## src/rtl/rename_if.sv

```systemverilog
// Rename-unit handshake bundle: decode-side rename requests, writeback
// strobes, commit strobes and flush, plus the renamed results.
interface rename_if #(
  parameter int XLEN   = 32,
  parameter int ROBLEN = 16,
  parameter int DW     = 2,
  parameter int CW     = 2,
  parameter int WBW    = 2
);
  localparam int PLEN  = XLEN + ROBLEN;
  localparam int XBITS = $clog2(XLEN);
  localparam int PBITS = $clog2(PLEN);

  logic                    i_dispatch;
  logic [2*DW*XBITS-1:0]   i_rs_arch;
  logic [2*DW*PBITS-1:0]   o_rs_phys;
  logic [2*DW-1:0]         o_rs_rdy;
  logic [DW-1:0]           i_rd_valid;
  logic [DW*XBITS-1:0]     i_rd_arch;
  logic [DW*PBITS-1:0]     o_rd_phys;
  logic [DW*PBITS-1:0]     o_rd_old;
  logic                    o_alloc_ready;
  logic [PBITS:0]          o_free_count;
  logic [WBW-1:0]          i_wb_valid;
  logic [WBW*PBITS-1:0]    i_wb_phys;
  logic [CW-1:0]           i_cmt_valid;
  logic [CW*XBITS-1:0]     i_cmt_arch;
  logic [CW*PBITS-1:0]     i_cmt_phys;
  logic [CW*PBITS-1:0]     i_cmt_old;
  logic                    i_flush;

  modport master (
    output i_dispatch, i_rs_arch, i_rd_valid, i_rd_arch, i_wb_valid, i_wb_phys,
           i_cmt_valid, i_cmt_arch, i_cmt_phys, i_cmt_old, i_flush,
    input  o_rs_phys, o_rs_rdy, o_rd_phys, o_rd_old, o_alloc_ready, o_free_count
  );

  modport slave (
    input  i_dispatch, i_rs_arch, i_rd_valid, i_rd_arch, i_wb_valid, i_wb_phys,
           i_cmt_valid, i_cmt_arch, i_cmt_phys, i_cmt_old, i_flush,
    output o_rs_phys, o_rs_rdy, o_rd_phys, o_rd_old, o_alloc_ready, o_free_count
  );
endinterface

```

## src/rtl/rename_unit.sv

```systemverilog
// Multi-wide register rename: speculative and committed arch->phys maps,
// physical free list and per-phys ready bits. Flush restores committed state.
module rename_unit #(
  parameter int XLEN   = 32,
  parameter int ROBLEN = 16,
  parameter int DW     = 2,
  parameter int CW     = 2,
  parameter int WBW    = 2
) (
  input  logic     i_clk,
  input  logic     i_rst_n,
  rename_if.slave  bus
);
  localparam int PLEN  = XLEN + ROBLEN;
  localparam int XBITS = $clog2(XLEN);
  localparam int PBITS = $clog2(PLEN);
  localparam logic [PBITS:0] ONE_CNT = 1;

  typedef logic [XLEN-1:0][PBITS-1:0] map_t;
  typedef logic [PLEN-1:0]            pvec_t;

  function automatic map_t identity_map();
    map_t m;
    for (int i = 0; i < XLEN; i++) m[i] = PBITS'(i);
    return m;
  endfunction

  function automatic pvec_t reset_free();
    pvec_t f;
    for (int p = 0; p < PLEN; p++) f[p] = (p >= XLEN);
    return f;
  endfunction

  // Packed views of the flat bus fields
  logic [2*DW-1:0][XBITS-1:0] rs_arch;
  logic [DW-1:0][XBITS-1:0]   rd_arch;
  logic [WBW-1:0][PBITS-1:0]  wb_phys;
  logic [CW-1:0][XBITS-1:0]   cmt_arch;
  logic [CW-1:0][PBITS-1:0]   cmt_phys, cmt_old;
  logic [2*DW-1:0][PBITS-1:0] rs_phys;
  logic [2*DW-1:0]            rs_rdy;
  logic [DW-1:0][PBITS-1:0]   rd_phys, rd_old, new_phys;
  logic [DW-1:0]              need;

  assign rs_arch  = bus.i_rs_arch;
  assign rd_arch  = bus.i_rd_arch;
  assign wb_phys  = bus.i_wb_phys;
  assign cmt_arch = bus.i_cmt_arch;
  assign cmt_phys = bus.i_cmt_phys;
  assign cmt_old  = bus.i_cmt_old;

  map_t  map_q, map_d, cmt_q, cmt_d;
  pvec_t free_q, free_d, ready_q, ready_d, avail;
  logic [PBITS:0] free_count, n_need;
  logic alloc_ready, fire, found;

  // Free count and lowest-first allocation of one phys per real dest
  // NOTE: every comb output gets a default before any branch, otherwise a latch is inferred.
  always_comb begin
    free_count = '0;
    for (int p = 0; p < PLEN; p++) free_count = free_count + (PBITS+1)'(free_q[p]);
    avail    = free_q;
    need     = '0;
    new_phys = '0;
    n_need   = '0;
    found    = 1'b0;
    for (int k = 0; k < DW; k++) begin
      need[k] = bus.i_rd_valid[k] && (rd_arch[k] != '0);
      if (need[k]) begin
        n_need = n_need + ONE_CNT;
        found  = 1'b0;
        for (int p = 0; p < PLEN; p++) begin
          if (!found && avail[p]) begin
            new_phys[k] = PBITS'(p);
            avail[p]    = 1'b0;
            found       = 1'b1;
          end
        end
      end
    end
    alloc_ready = (free_count >= n_need) && !bus.i_flush;
    fire        = bus.i_dispatch && alloc_ready;
  end

  // Source/dest renaming with intra-group and writeback bypass
  always_comb begin
    rs_phys = '0;
    rs_rdy  = '0;
    rd_phys = '0;
    rd_old  = '0;
    for (int k = 0; k < DW; k++) begin
      if (need[k]) begin
        rd_phys[k] = new_phys[k];
        rd_old[k]  = map_q[rd_arch[k]];
        for (int j = 0; j < k; j++)
          if (need[j] && rd_arch[j] == rd_arch[k]) rd_old[k] = new_phys[j];
      end
    end
    for (int s = 0; s < 2*DW; s++) begin
      rs_phys[s] = map_q[rs_arch[s]];
      rs_rdy[s]  = ready_q[map_q[rs_arch[s]]];
      for (int j = 0; j < s/2; j++) begin
        if (need[j] && rd_arch[j] == rs_arch[s]) begin
          rs_phys[s] = new_phys[j];
          rs_rdy[s]  = 1'b0;
        end
      end
      for (int w = 0; w < WBW; w++)
        if (bus.i_wb_valid[w] && wb_phys[w] == rs_phys[s]) rs_rdy[s] = 1'b1;
      if (rs_phys[s] == '0) rs_rdy[s] = 1'b1;
    end
  end

  assign bus.o_rs_phys     = rs_phys;
  assign bus.o_rs_rdy      = rs_rdy;
  assign bus.o_rd_phys     = rd_phys;
  assign bus.o_rd_old      = rd_old;
  assign bus.o_alloc_ready = alloc_ready;
  assign bus.o_free_count  = free_count;

  // Next state: dispatch, writeback, commit, then flush overrides speculation
  always_comb begin
    map_d   = map_q;
    cmt_d   = cmt_q;
    free_d  = free_q;
    ready_d = ready_q;
    if (fire) begin
      for (int k = 0; k < DW; k++) begin
        if (need[k]) begin
          map_d[rd_arch[k]]   = new_phys[k];
          free_d[new_phys[k]] = 1'b0;
          ready_d[new_phys[k]] = 1'b0;
        end
      end
    end
    for (int w = 0; w < WBW; w++)
      if (bus.i_wb_valid[w] && wb_phys[w] != '0) ready_d[wb_phys[w]] = 1'b1;
    for (int c = 0; c < CW; c++) begin
      if (bus.i_cmt_valid[c]) begin
        cmt_d[cmt_arch[c]] = cmt_phys[c];
        if (cmt_old[c] != '0) free_d[cmt_old[c]] = 1'b1;
      end
    end
    if (bus.i_flush) begin
      map_d   = cmt_d;
      free_d  = '1;
      for (int i = 0; i < XLEN; i++) free_d[cmt_d[i]] = 1'b0;
      ready_d = '1;
    end
  end

  // State registers
  // NOTE: sequential state uses non-blocking assignments so all flops update together.
  // NOTE: the map tables are reset because their identity contents are architectural state.
  always_ff @(posedge i_clk or negedge i_rst_n) begin
    if (!i_rst_n) begin
      map_q   <= identity_map();
      cmt_q   <= identity_map();
      free_q  <= reset_free();
      ready_q <= '1;
    end else begin
      map_q   <= map_d;
      cmt_q   <= cmt_d;
      free_q  <= free_d;
      ready_q <= ready_d;
    end
  end
endmodule

```

## src/flat_wrapper.sv

```systemverilog
// flat-port wrapper written by rule: the top's interface ports become plain ports
module rename_unit_flat 
#(
  parameter int XLEN   = 32,
  parameter int ROBLEN = 16,
  parameter int DW     = 2,
  parameter int CW     = 2,
  parameter int WBW    = 2
)
  (i_clk, i_rst_n, bus_i_dispatch, bus_i_rs_arch, bus_i_rd_valid, bus_i_rd_arch, bus_i_wb_valid, bus_i_wb_phys, bus_i_cmt_valid, bus_i_cmt_arch, bus_i_cmt_phys, bus_i_cmt_old, bus_i_flush, bus_o_rs_phys, bus_o_rs_rdy, bus_o_rd_phys, bus_o_rd_old, bus_o_alloc_ready, bus_o_free_count);
  rename_if #(.XLEN(XLEN), .ROBLEN(ROBLEN), .DW(DW), .CW(CW), .WBW(WBW)) bus_i ();
  input  logic i_clk;
  input  logic i_rst_n;
  input wire logic [$bits(bus_i.i_dispatch)-1:0] bus_i_dispatch;
  input wire logic [$bits(bus_i.i_rs_arch)-1:0] bus_i_rs_arch;
  input wire logic [$bits(bus_i.i_rd_valid)-1:0] bus_i_rd_valid;
  input wire logic [$bits(bus_i.i_rd_arch)-1:0] bus_i_rd_arch;
  input wire logic [$bits(bus_i.i_wb_valid)-1:0] bus_i_wb_valid;
  input wire logic [$bits(bus_i.i_wb_phys)-1:0] bus_i_wb_phys;
  input wire logic [$bits(bus_i.i_cmt_valid)-1:0] bus_i_cmt_valid;
  input wire logic [$bits(bus_i.i_cmt_arch)-1:0] bus_i_cmt_arch;
  input wire logic [$bits(bus_i.i_cmt_phys)-1:0] bus_i_cmt_phys;
  input wire logic [$bits(bus_i.i_cmt_old)-1:0] bus_i_cmt_old;
  input wire logic [$bits(bus_i.i_flush)-1:0] bus_i_flush;
  output wire logic [$bits(bus_i.o_rs_phys)-1:0] bus_o_rs_phys;
  output wire logic [$bits(bus_i.o_rs_rdy)-1:0] bus_o_rs_rdy;
  output wire logic [$bits(bus_i.o_rd_phys)-1:0] bus_o_rd_phys;
  output wire logic [$bits(bus_i.o_rd_old)-1:0] bus_o_rd_old;
  output wire logic [$bits(bus_i.o_alloc_ready)-1:0] bus_o_alloc_ready;
  output wire logic [$bits(bus_i.o_free_count)-1:0] bus_o_free_count;
  assign bus_i.i_dispatch = bus_i_dispatch;
  assign bus_i.i_rs_arch = bus_i_rs_arch;
  assign bus_i.i_rd_valid = bus_i_rd_valid;
  assign bus_i.i_rd_arch = bus_i_rd_arch;
  assign bus_i.i_wb_valid = bus_i_wb_valid;
  assign bus_i.i_wb_phys = bus_i_wb_phys;
  assign bus_i.i_cmt_valid = bus_i_cmt_valid;
  assign bus_i.i_cmt_arch = bus_i_cmt_arch;
  assign bus_i.i_cmt_phys = bus_i_cmt_phys;
  assign bus_i.i_cmt_old = bus_i_cmt_old;
  assign bus_i.i_flush = bus_i_flush;
  assign bus_o_rs_phys = bus_i.o_rs_phys;
  assign bus_o_rs_rdy = bus_i.o_rs_rdy;
  assign bus_o_rd_phys = bus_i.o_rd_phys;
  assign bus_o_rd_old = bus_i.o_rd_old;
  assign bus_o_alloc_ready = bus_i.o_alloc_ready;
  assign bus_o_free_count = bus_i.o_free_count;
  rename_unit #(.XLEN(XLEN), .ROBLEN(ROBLEN), .DW(DW), .CW(CW), .WBW(WBW)) u_core (.i_clk(i_clk), .i_rst_n(i_rst_n), .bus(bus_i));
endmodule
```

## config.mk

```make
export PLATFORM = sky130hd
export DESIGN_NAME = rename_unit_flat
export DESIGN_NICKNAME = d
export VERILOG_FILES = /design/src/rtl/rename_if.sv /design/src/rtl/rename_unit.sv /design/src/flat_wrapper.sv
export SDC_FILE = /design/constraint.sdc
export NUM_CORES = 2
export LEC_CHECK = 0
export ABC_AREA = 1
export BUFFER_PORTS_ARGS = -buffer_cell sky130_fd_sc_hd__buf_2
export CORE_AREA = 8 8 244 339
export CTS_BUF_LIST = sky130_fd_sc_hd__clkbuf_8
export CTS_CLUSTER_SIZE = 12
export DETAILED_ROUTE_END_ITERATION = 7
export DIE_AREA = 0 0 252 347
export PLACE_DENSITY_LB_ADDON = 0.08
export SYNTH_ARGS = -nofsm -noshare
export SYNTH_HDL_FRONTEND = slang
export SYNTH_SLANG_ARGS = --single-unit
```

## constraint.sdc

```tcl
create_clock -name i_clk -period 21.7 [get_ports i_clk]
set_input_delay 1.085 -clock i_clk [delete_from_list [all_inputs] [get_ports i_clk]]
set_output_delay 1.085 -clock i_clk [all_outputs]
set_load 0.005 [all_outputs]
```

==> summary by stage, run 1 <==
Place
After legalization and detailed placement, the total HPWL measured 227000 um. The weighted congestion at the end of routability-driven global placement is 1.53. The instance count after placement with tap cells included is 9831. The number of buffers inserted by port buffering is 144. The placed instance area is 0.0561 mm^2.

Synthesis
In this run the cell area of the synthesized design comes to 0.0553 mm^2. The cell count after synthesis came out at 9062. The post-synthesis cell type with the largest combined area is sky130_fd_sc_hd__dfrtp_1. The dominant synthesized flop cell is sky130_fd_sc_hd__dfrtp_1. Counting flops with a built-in enable in the synthesized netlist gives 0.

The share of synthesized registers carrying an async set or reset is 1.00. By area the synthesized netlist is led by sky130_fd_sc_hd__dfrtp_1, sky130_fd_sc_hd__nand2_1, sky130_fd_sc_hd__dfstp_2. Yosys instantiated no cell more often than sky130_fd_sc_hd__nand2_1.

The Yosys step of the flow raised 0 warnings. The average cell area after synthesis is 6.10 um^2. The net count after synthesis is 9201.

The sequential fraction of the synthesis area is 0.222. The share of synthesized area in the top cell type comes to 0.116. The number of synthesized register bits is 480.

Ranked by instance count, the synthesized netlist is headed by sky130_fd_sc_hd__nand2_1, sky130_fd_sc_hd__o21ai_0, sky130_fd_sc_hd__inv_1. The count of unique library cells instantiated by Yosys is 64.

Clock network
The number of levels the H-tree was split into is 3. Counting along the longest clock path gives a buffer depth of 3. In this run, post-CTS hold repair placed 0 buffers. After clock tree synthesis, the repair step resized 0 gates. Buffers added to address setup during post-CTS repair amount to 0. Counting the buffers created by CTS gives 75.

The buffer type at the clock tree root is sky130_fd_sc_hd__clkbuf_8. The clock drives 480 sinks.

Global route
The all-layer global routing usage is 0.759. The overall overflow remaining after global route is 390. Entering global routing, the biggest net connects 166 pins. The number of global-route vias before repair came to 77000. The first-pass GRT wire length is 514000 um.

Die
146 I/O pins were placed. The initial utilization of the core area, before any placement, comes to 0.713. The site row count is 121. The die is 347 um tall.

The die outline width is 252 um.

Run status
The stopping stage is 5_1_grt. The first error in the log reads "[ERROR GRT-0116] Global routing finished with congestion. Check the congestion regions in the DRC Viewer". The run stopped with a tool error.
==> through the flow <==
stage	setup WS (ps)	util
detailed placement	12120	0.724
CTS	12110	0.745
global placement	12330	0.724
floorplan	14700	-
==> cells by family after synthesis <==
| group | share of synthesized area |
|---|---|
| other cells | 0.0000678 |
| xor+xnor | 0.00396 |
| compound gates | 0.364 |
| mux | 0.000362 |
| simple gates | 0.283 |
| buf+inv | 0.110 |
| flops | 0.222 |
| fa+ha+maj | 0.0173 |
==> metal layers <==
| layer | overflow | track usage |
|---|---|---|
| met3 | 28 | 0.650 |
| met2 | 177 | 0.892 |
| met1 | 20 | 0.774 |
| met4 | 159 | 0.700 |
| met5 | 6 | 0.330 |
==> run 2: changes to the inputs <==
--- a/config.mk
+++ b/config.mk
@@ -7,12 +7,10 @@
 export LEC_CHECK = 0
 export ABC_AREA = 1
 export BUFFER_PORTS_ARGS = -buffer_cell sky130_fd_sc_hd__buf_2
-export CORE_AREA = 8 8 244 339
-export CTS_BUF_LIST = sky130_fd_sc_hd__clkbuf_8
-export CTS_CLUSTER_SIZE = 12
+export CORE_AREA = 8 8 381 383
 export DETAILED_ROUTE_END_ITERATION = 7
-export DIE_AREA = 0 0 252 347
-export PLACE_DENSITY_LB_ADDON = 0.08
+export DIE_AREA = 0 0 389 391
+export PLACE_DENSITY_LB_ADDON = 0.15
 export SYNTH_ARGS = -nofsm -noshare
 export SYNTH_HDL_FRONTEND = slang
 export SYNTH_SLANG_ARGS = --single-unit
==> summary by stage, run 2 <==
Synthesis
The area share of the largest cell type after synthesis is 0.116. The number of synthesized register bits is 480. The average cell area after synthesis is 6.10 um^2. In this run the cell area of the synthesized design comes to 0.0553 mm^2. Counting every instance in the synthesized netlist gives 9062. The number of synthesized flops with an enable pin is 0. For this run, the register share of the synthesized area comes to 0.222. The synthesis warning total is 0.

Counting distinct cell types in the post-synthesis netlist gives 64. The share of synthesized registers carrying an async set or reset is 1.00. In the synthesized netlist the dominant register cell turns out to be sky130_fd_sc_hd__dfrtp_1.

Yosys instantiated no cell more often than sky130_fd_sc_hd__nand2_1. The synthesized design spends more area on one cell type than any other, namely sky130_fd_sc_hd__dfrtp_1. After synthesis, the cell types taking the most area are sky130_fd_sc_hd__dfrtp_1, sky130_fd_sc_hd__nand2_1, sky130_fd_sc_hd__dfstp_2. The net count after synthesis is 9201. Ranked by instance count, the synthesized netlist is headed by sky130_fd_sc_hd__nand2_1, sky130_fd_sc_hd__o21ai_0, sky130_fd_sc_hd__inv_1.

Layout
Of the cells placed in the final design, the portion with a size suffix greater than 1 is 0.0880. Fill cells in the final layout number 15000. The total area of multi-input combinational cells is 0.0370 mm^2. After the last flow step, the layout net total stands at 9073. The largest registers in the layout are u_core.cmt_q (192), u_core.map_q (192). Leaving out fill and tap cells, the most frequent cells in the layout are sky130_fd_sc_hd__nand2_1, sky130_fd_sc_hd__o21ai_0, sky130_fd_sc_hd__inv_1. The layout overhead on the synthesized area is 8.20%. The commonest non-fill, non-tap cell in the layout is sky130_fd_sc_hd__nand2_1.

The sequential cell area in the final layout is 0.0123 mm^2.

Run status
The final reports fail on design-rule violations, max-capacitance violations, max-slew violations. The run finished, with violations left.

STA
The aggregate negative setup slack is 0 ps. The worst hold margin is 391 ps. At the pin with the least slew margin, the transition time is 1580 ps. Setup repair after global routing left no endpoint under its margin. The number of pins exceeding their max-slew limit in the final report came to 7. Subtracting the final worst setup slack from the clock period gives 8870 ps. The tightest slew margin relative to the limit is -0.0653.

The maximum frequency from static timing analysis is 0.113 GHz. Across the routed clock network, the largest skew measured is 59.5 ps. The fraction of the cycle the final worst path needs is 0.409. The number of endpoints with negative hold slack in the final report is 0. Setup violations remaining at the end of the flow were counted as 0.

Place
The total half-perimeter wirelength after legalization and detailed placement is 293000 um. The number of buffers inserted by port buffering is 144. The weighted congestion at the end of routability-driven global placement is 1.13.

Clock network
The clock slew seen by the registers of the worst setup and hold paths is 60 ps. The buffer type at the clock tree root is sky130_fd_sc_hd__clkbuf_16. The maximum clock insertion buffer count is 3. The clock latency at the later pin of the worst-skew pair is 670 ps.

The number of buffers created by CTS is 54. The clock tree from TritonCTS is yes. After clock tree synthesis, the setup repair step added 0 buffers. The number of resized instances in the post-cts repair step is 0. The H-tree was split into 2 levels. For this design, the sink count on the clock tree is 480.

In this run, post-CTS hold repair placed 0 buffers.

Global route
The number of global-route vias before repair is 66900. The number of antenna violations at the first check in global routing is 19. The all-layer global routing usage is 0.474.

After global routing the overflow that remains totals 0. The pin count of the biggest net entering global routing is 187. The first-pass GRT wire length is 528000 um.

Die
The site row count is 137. The total I/O pin count is 146. The die boundary height is 391 um.

The die covers 0.152 mm^2. The die outline width is 389 um. The core outline area is 0.139 mm^2.

For this configuration, the core starts out at a cell density of 0.398.

Worst hold path
In this run the worst hold path is classified as primary input to async pin.

Drt
The detailed router used layers up to and including met5. The final wirelength is 383000 um. The first TritonRoute pass finished after 8 iterations. The routed design uses 142000 um of met2 wire.

The detail-routed via count per cell is 7.02. The detailed router put a total of 147000 um of wire on met1. The count of nets left with antenna violations once routing finished came out at 0. The number of DRC violations after detailed-routing iteration 0 is 15700.

The count of vias placed by the detailed router is 75800. The average wire per cell in the routed design is 35.5 um. For this run, design rule violations remaining after detail routing come to 3.

Detailed routing placed a total of 65100 um of wire on met3.

Worst setup path
The kind of end point of the critical path is a flop. The critical path class is flop to flop. STA classifies the critical path startpoint as a flop. The required time reported for the critical path endpoint is 22290 ps.

In this run the worst path has a maximum fanout of 81. STA puts the critical path data arrival time at 9450 ps.

Run
Max-cap violations in this run came to 4.
run 2: per-layer routing:
layer / track usage / up-vias
met3: 0.212 / 1258
met2: 0.617 / 6872
met1: 0.633 / 35900
li1: - / 31800
met5: 0 / -
met4: 0.285 / 14
run 2: logic make-up (layout without fill, tap and decap cells):
family,count (synthesis),in the layout,synth area share
AND/OR/NAND/NOR,3593,3593,0.283
AO/OA/AOI/OAI,3314,3314,0.364
buffers and inverters,1594,1512,0.110
flip-flops,480,480,0.222
adder cells (fa/ha/maj),53,53,0.0173
XOR/XNOR,25,25,0.00396
multiplexers,2,2,0.000362
other,1,14,0.0000678
run 2: final timing paths:
path / from / end / cells after the start / slack (ps)
min reg2reg: u_core.ready_q[11]$_DFF_PN1_ / u_core.ready_q[11]$_DFF_PN1_ / 2 / 490
max: u_core.free_q[1]$_DFF_PN0_ / u_core.map_q[165]$_DFFE_PN1P_ / 24 / 12830
min in group i_clk: u_core.ready_q[11]$_DFF_PN1_ / u_core.ready_q[11]$_DFF_PN1_ / 2 / 490
max reg2reg: u_core.free_q[1]$_DFF_PN0_ / u_core.map_q[165]$_DFFE_PN1P_ / 24 / 12830
max in group asynchronous: i_rst_n / u_core.free_q[10]$_DFF_PN0_ / 4 / 18180
min: i_rst_n / u_core.cmt_q[180]$_DFF_PN0_ / 1 / 390
run 2: stage by stage:
| step | cells | worst slack (ps) | util | instance area, um^2 |
|---|---|---|---|---|
| 6_report | 10800 | 12830 | 0.431 | 59800 |
| 5_1_grt | 10800 | 12490 | 0.431 | 59800 |
| 2_1_floorplan | 9062 | 14700 | - | 55300 |
| 3_3_place_gp | 10700 | 13090 | 0.416 | 57800 |
| 4_1_cts | 10800 | 13020 | 0.431 | 59800 |
| 3_5_place_dp | 10700 | 13020 | 0.416 | 57800 |
run 2: layout make-up:
cell class,count,share of cell area
diodes,13,0.000544
clock buffers,69,0.0252
clock inverters,33,0.00774
inverters,1073,0.0674
multi-input cells,6988,0.619
flip-flops and latches,480,0.205
well taps,1807,0.0378
repair buffers,337,0.0371
run 2: critical path, stage by stage, from the launching register on:
cell and delay [ps]:
sky130_fd_sc_hd__dfrtp_1 420, sky130_fd_sc_hd__inv_1 100, sky130_fd_sc_hd__ha_1 290, sky130_fd_sc_hd__inv_1 50, sky130_fd_sc_hd__fa_1 600, sky130_fd_sc_hd__fa_1 500, sky130_fd_sc_hd__fa_1 510, sky130_fd_sc_hd__fa_1 560
sky130_fd_sc_hd__fa_1 450, sky130_fd_sc_hd__fa_1 550, sky130_fd_sc_hd__fa_1 430, sky130_fd_sc_hd__fa_1 380, sky130_fd_sc_hd__inv_1 100, sky130_fd_sc_hd__fa_1 440, sky130_fd_sc_hd__ha_1 290, sky130_fd_sc_hd__a21oi_1 60
sky130_fd_sc_hd__nand2_1 70, sky130_fd_sc_hd__o21ai_0 70, sky130_fd_sc_hd__inv_1 140, sky130_fd_sc_hd__nand2_4 240, sky130_fd_sc_hd__inv_6 400, sky130_fd_sc_hd__buf_4 690, sky130_fd_sc_hd__buf_4 820, sky130_fd_sc_hd__o21ai_0 220
sky130_fd_sc_hd__o21ai_0 220
Power of run 2 is not shown: default switching activity piles up to over one toggle a cycle in this logic, so the estimate is an artifact.
